### src/rtl/fetch_unit_pkg.sv
// Shared definitions for the instruction fetch unit: default widths, FSM states
// and the opcode constants the fetch path needs to know about.
package fetch_unit_pkg;

  localparam int ADDR_W_DEF = 4;
  localparam int DATA_W_DEF = 4;

  typedef enum logic [2:0] {
    ST_IDLE    = 3'd0,
    ST_ISSUE   = 3'd1,
    ST_CAPTURE = 3'd2,
    ST_HOLD    = 3'd3,
    ST_HALT    = 3'd4
  } state_t;

  localparam logic [3:0] OP_LDA = 4'b0000;
  localparam logic [3:0] OP_LDB = 4'b0001;
  localparam logic [3:0] OP_LDO = 4'b0010;
  localparam logic [3:0] OP_CLR = 4'b0111;
  localparam logic [3:0] OP_XOR = 4'b1110;

endpackage

### src/rtl/fetch_unit_pc_reg.sv
// Program counter: jump load, increment with natural wrap, async clear to 0.
module fetch_unit_pc_reg #(
  parameter int ADDR_W = 4
) (
  input  logic              clk,
  input  logic              rst_n,
  input  logic              i_load,
  input  logic [ADDR_W-1:0] i_load_addr,
  input  logic              i_inc,
  output logic [ADDR_W-1:0] o_pc
);

  logic [ADDR_W-1:0] r_pc;

  // Load and increment are never requested together; load takes priority anyway.
  always_ff @(posedge clk or negedge rst_n) begin
    if (!rst_n) begin
      r_pc <= '0;
    end else if (i_load) begin
      r_pc <= i_load_addr;
    end else if (i_inc) begin
      r_pc <= r_pc + ADDR_W'(1);
    end
  end

  assign o_pc = r_pc;

endmodule

### src/rtl/fetch_unit.sv
// Instruction fetch unit: drives a synchronous program ROM and hands one
// instruction at a time to the decoder with a valid/ready handshake.
//
// state   | meaning
// IDLE    | waiting for run (halt wins)
// ISSUE   | PC on rom_addr, ROM samples it at the closing edge
// CAPTURE | ROM data arrives; IR/instr_pc captured, PC incremented
// HOLD    | instr_valid; wait for decoder handshake, optional jump
// HALT    | absorbing stop state, left only by reset
module fetch_unit
  import fetch_unit_pkg::*;
#(
  parameter int ADDR_W = ADDR_W_DEF,
  parameter int DATA_W = DATA_W_DEF
) (
  input  logic              clk,
  input  logic              rst_n,
  input  logic              run,
  input  logic              halt,
  output logic [ADDR_W-1:0] rom_addr,
  input  logic [DATA_W-1:0] rom_data,
  output logic [DATA_W-1:0] instr,
  output logic [ADDR_W-1:0] instr_pc,
  output logic              instr_valid,
  input  logic              instr_ready,
  input  logic              jump_valid,
  input  logic [ADDR_W-1:0] jump_addr,
  output logic              halted
);

  state_t            r_state;
  state_t            w_next;
  logic              w_capture;
  logic              w_pc_load;
  logic [ADDR_W-1:0] w_pc;
  logic [DATA_W-1:0] r_instr;
  logic [ADDR_W-1:0] r_instr_pc;

  always_ff @(posedge clk or negedge rst_n) begin
    if (!rst_n) begin
      r_state <= ST_IDLE;
    end else begin
      r_state <= w_next;
    end
  end

  always_comb begin
    w_next    = r_state;
    w_capture = 1'b0;
    w_pc_load = 1'b0;
    case (r_state)
      ST_IDLE: begin
        if (halt) begin
          w_next = ST_HALT;
        end else if (run) begin
          w_next = ST_ISSUE;
        end
      end
      ST_ISSUE: begin
        w_next = ST_CAPTURE;
      end
      ST_CAPTURE: begin
        w_capture = 1'b1;
        w_next    = ST_HOLD;
      end
      ST_HOLD: begin
        // Jump and halt are both honoured only on the handshake cycle.
        if (instr_ready) begin
          w_pc_load = jump_valid;
          w_next    = halt ? ST_HALT : ST_ISSUE;
        end
      end
      ST_HALT: begin
        w_next = ST_HALT;
      end
      default: begin
        w_next = ST_IDLE;
      end
    endcase
  end

  fetch_unit_pc_reg #(
    .ADDR_W (ADDR_W)
  ) u_pc_reg (
    .clk         (clk),
    .rst_n       (rst_n),
    .i_load      (w_pc_load),
    .i_load_addr (jump_addr),
    .i_inc       (w_capture),
    .o_pc        (w_pc)
  );

  always_ff @(posedge clk or negedge rst_n) begin
    if (!rst_n) begin
      r_instr    <= DATA_W'(OP_CLR);
      r_instr_pc <= '0;
    end else if (w_capture) begin
      r_instr    <= rom_data;
      r_instr_pc <= w_pc;
    end
  end

  assign rom_addr    = w_pc;
  assign instr       = r_instr;
  assign instr_pc    = r_instr_pc;
  assign instr_valid = (r_state == ST_HOLD);
  assign halted      = (r_state == ST_HALT);

endmodule

### config.mk
export PLATFORM = sky130hd
export DESIGN_NAME = fetch_unit
export DESIGN_NICKNAME = d
export VERILOG_FILES = /design/src/rtl/fetch_unit_pkg.sv /design/src/rtl/fetch_unit_pc_reg.sv /design/src/rtl/fetch_unit.sv
export SDC_FILE = /design/constraint.sdc
export NUM_CORES = 1
export LEC_CHECK = 0
export CAP_MARGIN = 40
export CELL_PAD_IN_SITES_DETAIL_PLACEMENT = 1
export CELL_PAD_IN_SITES_GLOBAL_PLACEMENT = 2
export CORE_AREA = 2 2 48 50
export DETAILED_ROUTE_END_ITERATION = 10
export DIE_AREA = 0 0 50 52
export DONT_BUFFER_PORTS = 1
export GPL_ROUTABILITY_DRIVEN = 0
export GPL_TIMING_DRIVEN = 0
export PLACE_DENSITY_LB_ADDON = 0.25
export REMOVE_ABC_BUFFERS = 1
export SLEW_MARGIN = 20
export SYNTH_ARGS = -nofsm -noshare
export SYNTH_HDL_FRONTEND = slang
export SYNTH_SLANG_ARGS = --single-unit
### constraint.sdc
create_clock -name clk -period 2.7 [get_ports clk]
set_input_delay 0.27 -clock clk [delete_from_list [all_inputs] [get_ports clk]]
set_output_delay 0.27 -clock clk [all_outputs]
set_load 0.005 [all_outputs]
==> summary.md, run 1 <==
| Metric | Value |
|---|---|
| Outcome | `finished clean` |
| Post-Synth Adder-Cell Area | `around 1.8%` |
| Maximum clock rate | `between 0.5 and 0.6 GHz` |
| Area grow syn2layout | `9.91%` |
| Max stage delay cell, worst path | `or3b_1` |
| P_leak | `between 0.3 and 0.4 nW` |
| Synth unique cells | `24` |
| Worst path required time | `roughly 2.9 ns` |
| CP peak stage delay | `slightly below 0.6 ns` |
| Clk sinks | `15` |
| # setup viols final | `0` |
| Vias in the first global route | `about 600` |
| Worst rel slew slack | `roughly 50%` |
| Crit path DAT | `1.93 ns` |
| Mux cell area share after synthesis | `0%` |
| Area of the multi-input gates | `roughly 300 µm²` |
| Root buffer cell | `clkbuf_4` |
| Pre-antenna DRT Iters | `2` |
| Final routed DRC violation total | `0` |
| HPWL Detailed | `~1.1 mm` |
| Fraction of registers with async set/reset | `100%` |
| Boundary Pins | `28` |
| Synth area leaders | `dfrtp_1, nand2_1, dfstp_2, nor3_1, xnor2_1` |
| Worst slew pin tran | `approximately 0.73 ns` |
| Starting DRC count in detailed routing | `4` |
| Worst-skew pair later-pin latency | `around 0.27 ns` |
| Ys flop type | `dfrtp_1` |
| Post-Synth XOR/XNOR Area | `about 2.6%` |
| Max Cap Viol | `0` |
| Post-CTS Setup Bufs | `0` |
| Cells after synthesis | `74` |
| Most frequent cell after synthesis | `nand2_1` |
| RSZ-0062 raised after global routing | `false` |
| FILL cells | `between 200 and 300` |
| Design area | `749 µm²` |
| Clock skew | `roughly 0.0012 ns` |
| Period utilization | `64.2%` |
| Die Y | `52 µm` |
| Sequential area share after synthesis | `55.6%` |
| Post-synthesis compound-gate area fraction | `roughly 7.5%` |
| Initial antenna violation count | `0` |
| Fin nets | `94` |
| Crit Path Class | `register to register` |
| Setup crit end kind | `register` |
| Post-Synth Simple-Gate Area | `31.4%` |
| Worst-path fanout max | `11` |
| Die width | `50 µm` |
| Peak VDD IR | `a little under 0.4 mV` |
| Diode count | `0` |
| Ordered list of cells on the worst path | `or3b_1 > or3_1 > a31oi_1` |
| Largest family of logic cells by synthesized area | `simple AND/OR/NAND/NOR gates` |
| Final Hold Viols | `0` |
| Core ar. | `~2100 µm²` |
| Syn avg cell area | `9.21 µm²` |
| Cell Area, Placed | `between 700 and 800 µm²` |
| Routed via count | `roughly 530` |
| DRT antenna net count | `0` |
| Total grt overflow | `0` |
| Drt total wl | `about 1.6 mm` |
| Storage cell area | `about 380 µm²` |
| Post-synth EDFFs | `0` |
| Num CTS Buffers | `3` |
| Largest net degree at the start of global routing | `16` |
| Cell Pwr Density | `1250 nW/µm²` |
| Rows | `17` |
| I/O Buffers | `0` |
| Synth Warn # | `0` |
| Area leader, netlist | `dfrtp_1` |
| Synth Register Bits | `15` |
| CTS Buffer Depth | `2` |
| Starting Density | `about a third` |
| Worst hold path class | `primary input to register` |
| Commonest cells in the netlist | `nand2_1, dfrtp_1, nor3_1` |
| CTS H-tree depth | `1` |
| Synth Cell Area | `682 µm²` |
| WL per Instance | `around 15 µm` |
| Share of the synthesized area in the top cell type | `between 40 and 50%` |
| Layout cells sized above 1 | `8.97%` |
| CTS tree | `yes` |
| Setup TNS | `0 ns` |
| Slew Limit Fails | `0` |
| Tmin final | `between 1.5 and 2 ns` |
| Die ar. | `roughly 2600 µm²` |
| Vias per cell | `~5.0` |
| Global-route usage over all layers | `14.5%` |
| First-pass GRT wire length | `~2.8 mm` |
| Clock-pin slew on the worst setup and hold paths | `0.09 ns` |
| Startpoint Class | `register` |
placed cells by master, fill, tap and decap left out:
cell           netlist  final
xnor2_1              2      2
nand3_1              3      3
a21oi_1              3      3
or3_1                1      1
dlygate4sd3_1        0      1
clkbuf_4             0      3
nand2_1             28     28
inv_1                1      1
nor4bb_1             1      1
or3b_1               1      1
and3_1               1      1
nand3b_1             1      1
nor2b_1              1      1
nand4_1              1      1
dfstp_2              3      3
o21bai_1             1      1
and2_1               1      1
clkbuf_1             1      1
nor2_1               1      1
a31oi_1              1      1
nor3b_2              1      1
nor3_1               4      4
ha_1                 1      1
o21ai_0              3      3
dfrtp_1             12     12
o211ai_1             1      1
power by group:
group | total (mW) | leakage (nW) | internal (mW) | switching, mW
registers | 0.488 | 0.176 | 0.357 | 0.130
logic | 0.327 | 0.148 | 0.136 | 0.191
clock network | 0.126 | 0.0150 | 0.0572 | 0.0689
total | 0.941 | 0.339 | 0.551 | 0.390
sequential cells by signal, indices dropped and copies added, names as in the netlist:
name and count:
instr_pc 4, r_state 3, instr 4, u_pc_reg.o_pc 4
repair_timing:
action | CTS | global route
setup endpoints to repair | 0 | 0
hold buffers | 1 | 0
resized for setup | 0 | 0
hold endpoints to repair | 15 | 0
area by class of cell:
type / instances / share of cell area (%)
multi-input combinational: 57 / 39.4
tap: 28 / 4.67
sequential: 15 / 50.6
inverter: 1 / 0.501
timing repair buffer: 1 / 1.34
clock buffer: 4 / 3.51
metrics by stage:
step,util [%],setup WS [ns],instances,hold WS [ns],power (mW)
after CTS,35.6,0.923,106,0.0636,0.965
after global placement,33.9,1.04,101,-0.0252,0.806
after detailed placement,33.9,0.950,101,-0.0252,0.828
after floorplan,-,1.19,73,-0.0256,0.721
final,35.6,0.966,106,0.0725,0.941
after global routing,35.6,0.832,106,0.0664,1.05
per-layer routing:
layer | GRT usage [%] | vias to the layer above | routed length, µm
met4 | 8.33 | 0 | 27
li1 | - | 258 | -
met5 | 0 | - | 0
met1 | 18.8 | 255 | 702
met3 | 2.30 | 2 | 76
met2 | 22.8 | 17 | 769
worst max-delay path, delay by kind of cell, from the launching register on:
family           cells  cell delay [ns]
flip-flops           1             0.45
AND/OR/NAND/NOR      2             1.00
AO/OA/AOI/OAI        1             0.19
final timing paths:
path,startpoint,endpoint,depth (start not counted),slack [ns]
worst max-delay path,r_state[0],u_pc_reg.o_pc[3],3,0.97
worst min-delay path,rom_data[0],instr[0],2,0.07
worst max register to register,r_state[0],u_pc_reg.o_pc[3],3,0.97
worst min register to register,instr[0],instr[0],2,0.47
max in group asynchronous,rst_n,u_pc_reg.o_pc[3],1,1.80
min in group asynchronous,rst_n,instr_pc[0],1,0.47
cells by family (layout without fill, tap and decap cells):
logic type / Yosys count / in the layout
XOR/XNOR: 2 / 2
adder cells (fa/ha/maj): 1 / 1
buffers and inverters: 2 / 6
AO/OA/AOI/OAI: 9 / 9
flip-flops: 15 / 15
AND/OR/NAND/NOR: 45 / 45
(Power assumes the default switching activity.)
==> inputs of run 2 (changes only) <==
--- a/config.mk
+++ b/config.mk
@@ -8,9 +8,9 @@
 export CAP_MARGIN = 40
 export CELL_PAD_IN_SITES_DETAIL_PLACEMENT = 1
 export CELL_PAD_IN_SITES_GLOBAL_PLACEMENT = 2
-export CORE_AREA = 2 2 48 50
+export CORE_AREA = 2 2 52 54
 export DETAILED_ROUTE_END_ITERATION = 10
-export DIE_AREA = 0 0 50 52
+export DIE_AREA = 0 0 54 56
 export DONT_BUFFER_PORTS = 1
 export GPL_ROUTABILITY_DRIVEN = 0
 export GPL_TIMING_DRIVEN = 0
==> constraint.sdc (replaced) <==
create_clock -name clk -period 1.5 [get_ports clk]
set_input_delay 0.15 -clock clk [delete_from_list [all_inputs] [get_ports clk]]
set_output_delay 0.15 -clock clk [all_outputs]
set_load 0.005 [all_outputs]
==> summary.md, run 2 (synthesis results as in run 1) <==
| Metric | Value |
|---|---|
| Cell Pwr Density | `2180 nW/µm² (was 1250 nW/µm²)` |
| Vias per cell | `5.04 (was 5.02)` |
| Root buffer cell | `clkbuf_4 (unchanged)` |
| I/O Buffers | `0 (unchanged)` |
| Period utilization | `96.1% (was 64.2%)` |
| Die ar. | `3020 µm² (was 2600 µm²)` |
| Routed via count | `574 (was 532)` |
| Grt met2 use | `20.9% (was 22.8%)` |
| Commonest non-fill, non-tap cells in the layout | `nand2_1, dfrtp_1, dlygate4sd3_1, nor3_1 (was nand2_1, dfrtp_1, nor3_1)` |
| Setup WS post-layout | `0.0589 ns (was 0.966 ns)` |
| Fin nets | `100 (was 94)` |
| Layout cells sized above 1 | `15.5% (was 8.97%)` |
| Clock-pin slew on the worst setup and hold paths | `0.09 ns (about the same)` |
| CTS Buffer Depth | `2 (unchanged)` |
| DRT antenna net count | `0 (unchanged)` |
| Outcome | `finished clean (unchanged)` |
| Final Hold Viols | `0 (unchanged)` |
| Final routed DRC violation total | `0 (unchanged)` |
| Area grow syn2layout | `20.2% (was 9.91%)` |
| FILL cells | `289 (was 250)` |
| Worst slew pin tran | `0.678 ns (was 0.729 ns)` |
| Startpoint Class | `register (unchanged)` |
| Pre-antenna DRT Iters | `2 (unchanged)` |
| Vias in the first global route | `645 (was 595)` |
| Busiest grt layer | `met2 (unchanged)` |
| Worst-skew pair later-pin latency | `0.27 ns (about the same)` |
| HPWL Detailed | `1.17 mm (was 1.13 mm)` |
| Max Cap Viol | `0 (unchanged)` |
| Die width | `54 µm (was 50 µm)` |
| Worst-path fanout max | `7 (was 11)` |
| Largest net degree at the start of global routing | `16 (unchanged)` |
| Setup TNS | `0 ns (unchanged)` |
| Hold path cells | `2 (unchanged)` |
| Total grt overflow | `0 (unchanged)` |
| P_leak | `0.364 nW (was 0.339 nW)` |
| Commonest non-fill, non-tap cell in the layout | `nand2_1 (unchanged)` |
| Global-route usage over all layers | `12.8% (was 14.5%)` |
| Crit Path Class | `register to register (unchanged)` |
| Crit path DAT | `1.65 ns (was 1.93 ns)` |
| Final Non-Filler Cells | `114 (was 106)` |
| Core ar. | `2430 µm² (was 2110 µm²)` |
| DP Worst Slack | `-0.186 ns (was 0.950 ns)` |
| Final core occ | `33.7% (was 35.6%)` |
| Setup crit end kind | `register (unchanged)` |
| Worst path required time | `1.70 ns (was 2.89 ns)` |
| Drt total wl | `1.66 mm (was 1.57 mm)` |
| Worst hold path class | `primary input to register (unchanged)` |
| Diode count | `0 (unchanged)` |
| Tmin final | `1.44 ns (was 1.73 ns)` |
| Worst hold slack | `0.0305 ns (was 0.0725 ns)` |
| FF-to-FF path depth | `3 (unchanged)` |
| Inst Count DP | `103 (was 101)` |
| Initial antenna violation count | `0 (unchanged)` |
| Worst rel slew slack | `54.6% (was 51.2%)` |
| Maximum clock rate | `0.694 GHz (was 0.577 GHz)` |
| GR Layer Usage met3 | `2.69% (was 2.30%)` |
| Num CTS Buffers | `3 (unchanged)` |
| CTS tree | `yes (unchanged)` |
| First-pass GRT wire length | `2.81 mm (was 2.77 mm)` |
| Clock skew | `0.00167 ns (was 0.00117 ns)` |
| Slew Limit Fails | `0 (unchanged)` |
| Clk sinks | `15 (unchanged)` |
| Die Y | `56 µm (was 52 µm)` |
| Starting DRC count in detailed routing | `1 (was 4)` |
| Boundary Pins | `28 (unchanged)` |
| # setup viols final | `0 (unchanged)` |
| Starting Density | `28.0% (was 32.4%)` |
| Peak VDD IR | `0.722 mV (was 0.396 mV)` |
| Grt met1 use | `14.9% (was 18.8%)` |
| CTS H-tree depth | `1 (unchanged)` |
| WL per Instance | `14.6 µm (was 14.8 µm)` |
| Rows | `18 (was 17)` |
==> run 2: repair_timing <==
action,CTS,global route
cloned,0,0
pin swaps,1,0
hold buffers,5,0
endpoints found under the setup margin,2,1
hold endpoints to repair,19,0
setup buffers,1,1
gates resized for setup,3,2
==> run 2: final timing paths <==
kind / start / end / slack, ns
min: halt / r_state[2] / 0.03
min reg2reg: instr[0] / instr[0] / 0.47
max in group asynchronous: rst_n / r_state[1] / 0.68
max: r_state[0] / u_pc_reg.o_pc[3] / 0.06
max reg2reg: r_state[0] / u_pc_reg.o_pc[3] / 0.06
min in group asynchronous: rst_n / u_pc_reg.o_pc[3] / 0.35
==> run 2: final cells by class <==
class | instances | area [µm²] | share of cell area [%]
clock buffer | 4 | 26.3 | 3.21
inverter | 1 | 3.75 | 0.458
multi-input combinational | 57 | 304 | 37.1
sequential | 15 | 383 | 46.7
tap | 30 | 37.5 | 4.58
timing repair buffer | 7 | 65.1 | 7.94
==> run 2: per-layer routing <==
layer	vias to the layer above	wire, µm
met5	-	0
met3	2	97
met1	279	754
met2	21	777
li1	272	-
met4	0	29
==> run 2: metrics by stage <==
step | area [µm²] | total power [mW]
after floorplan | 678 | 1.30
after global placement | 716 | 1.45
after detailed placement | 716 | 1.48
after CTS | 810 | 1.81
after global routing | 820 | 2.00
final | 820 | 1.79
==> run 2: report_power, final <==
| part | internal (mW) | total, mW | leakage, nW | switching [mW] |
|---|---|---|---|---|
| clock | 0.103 | 0.226 | 0.0150 | 0.123 |
| combinational | 0.314 | 0.677 | 0.176 | 0.363 |
| sequential | 0.652 | 0.887 | 0.172 | 0.235 |
==> run 2: worst max-delay path, cell delays in order, from the launching register on <==
cell	delay, ns
dfrtp_2	0.47
or3b_4	0.40
or3_1	0.35
a31oi_1	0.16
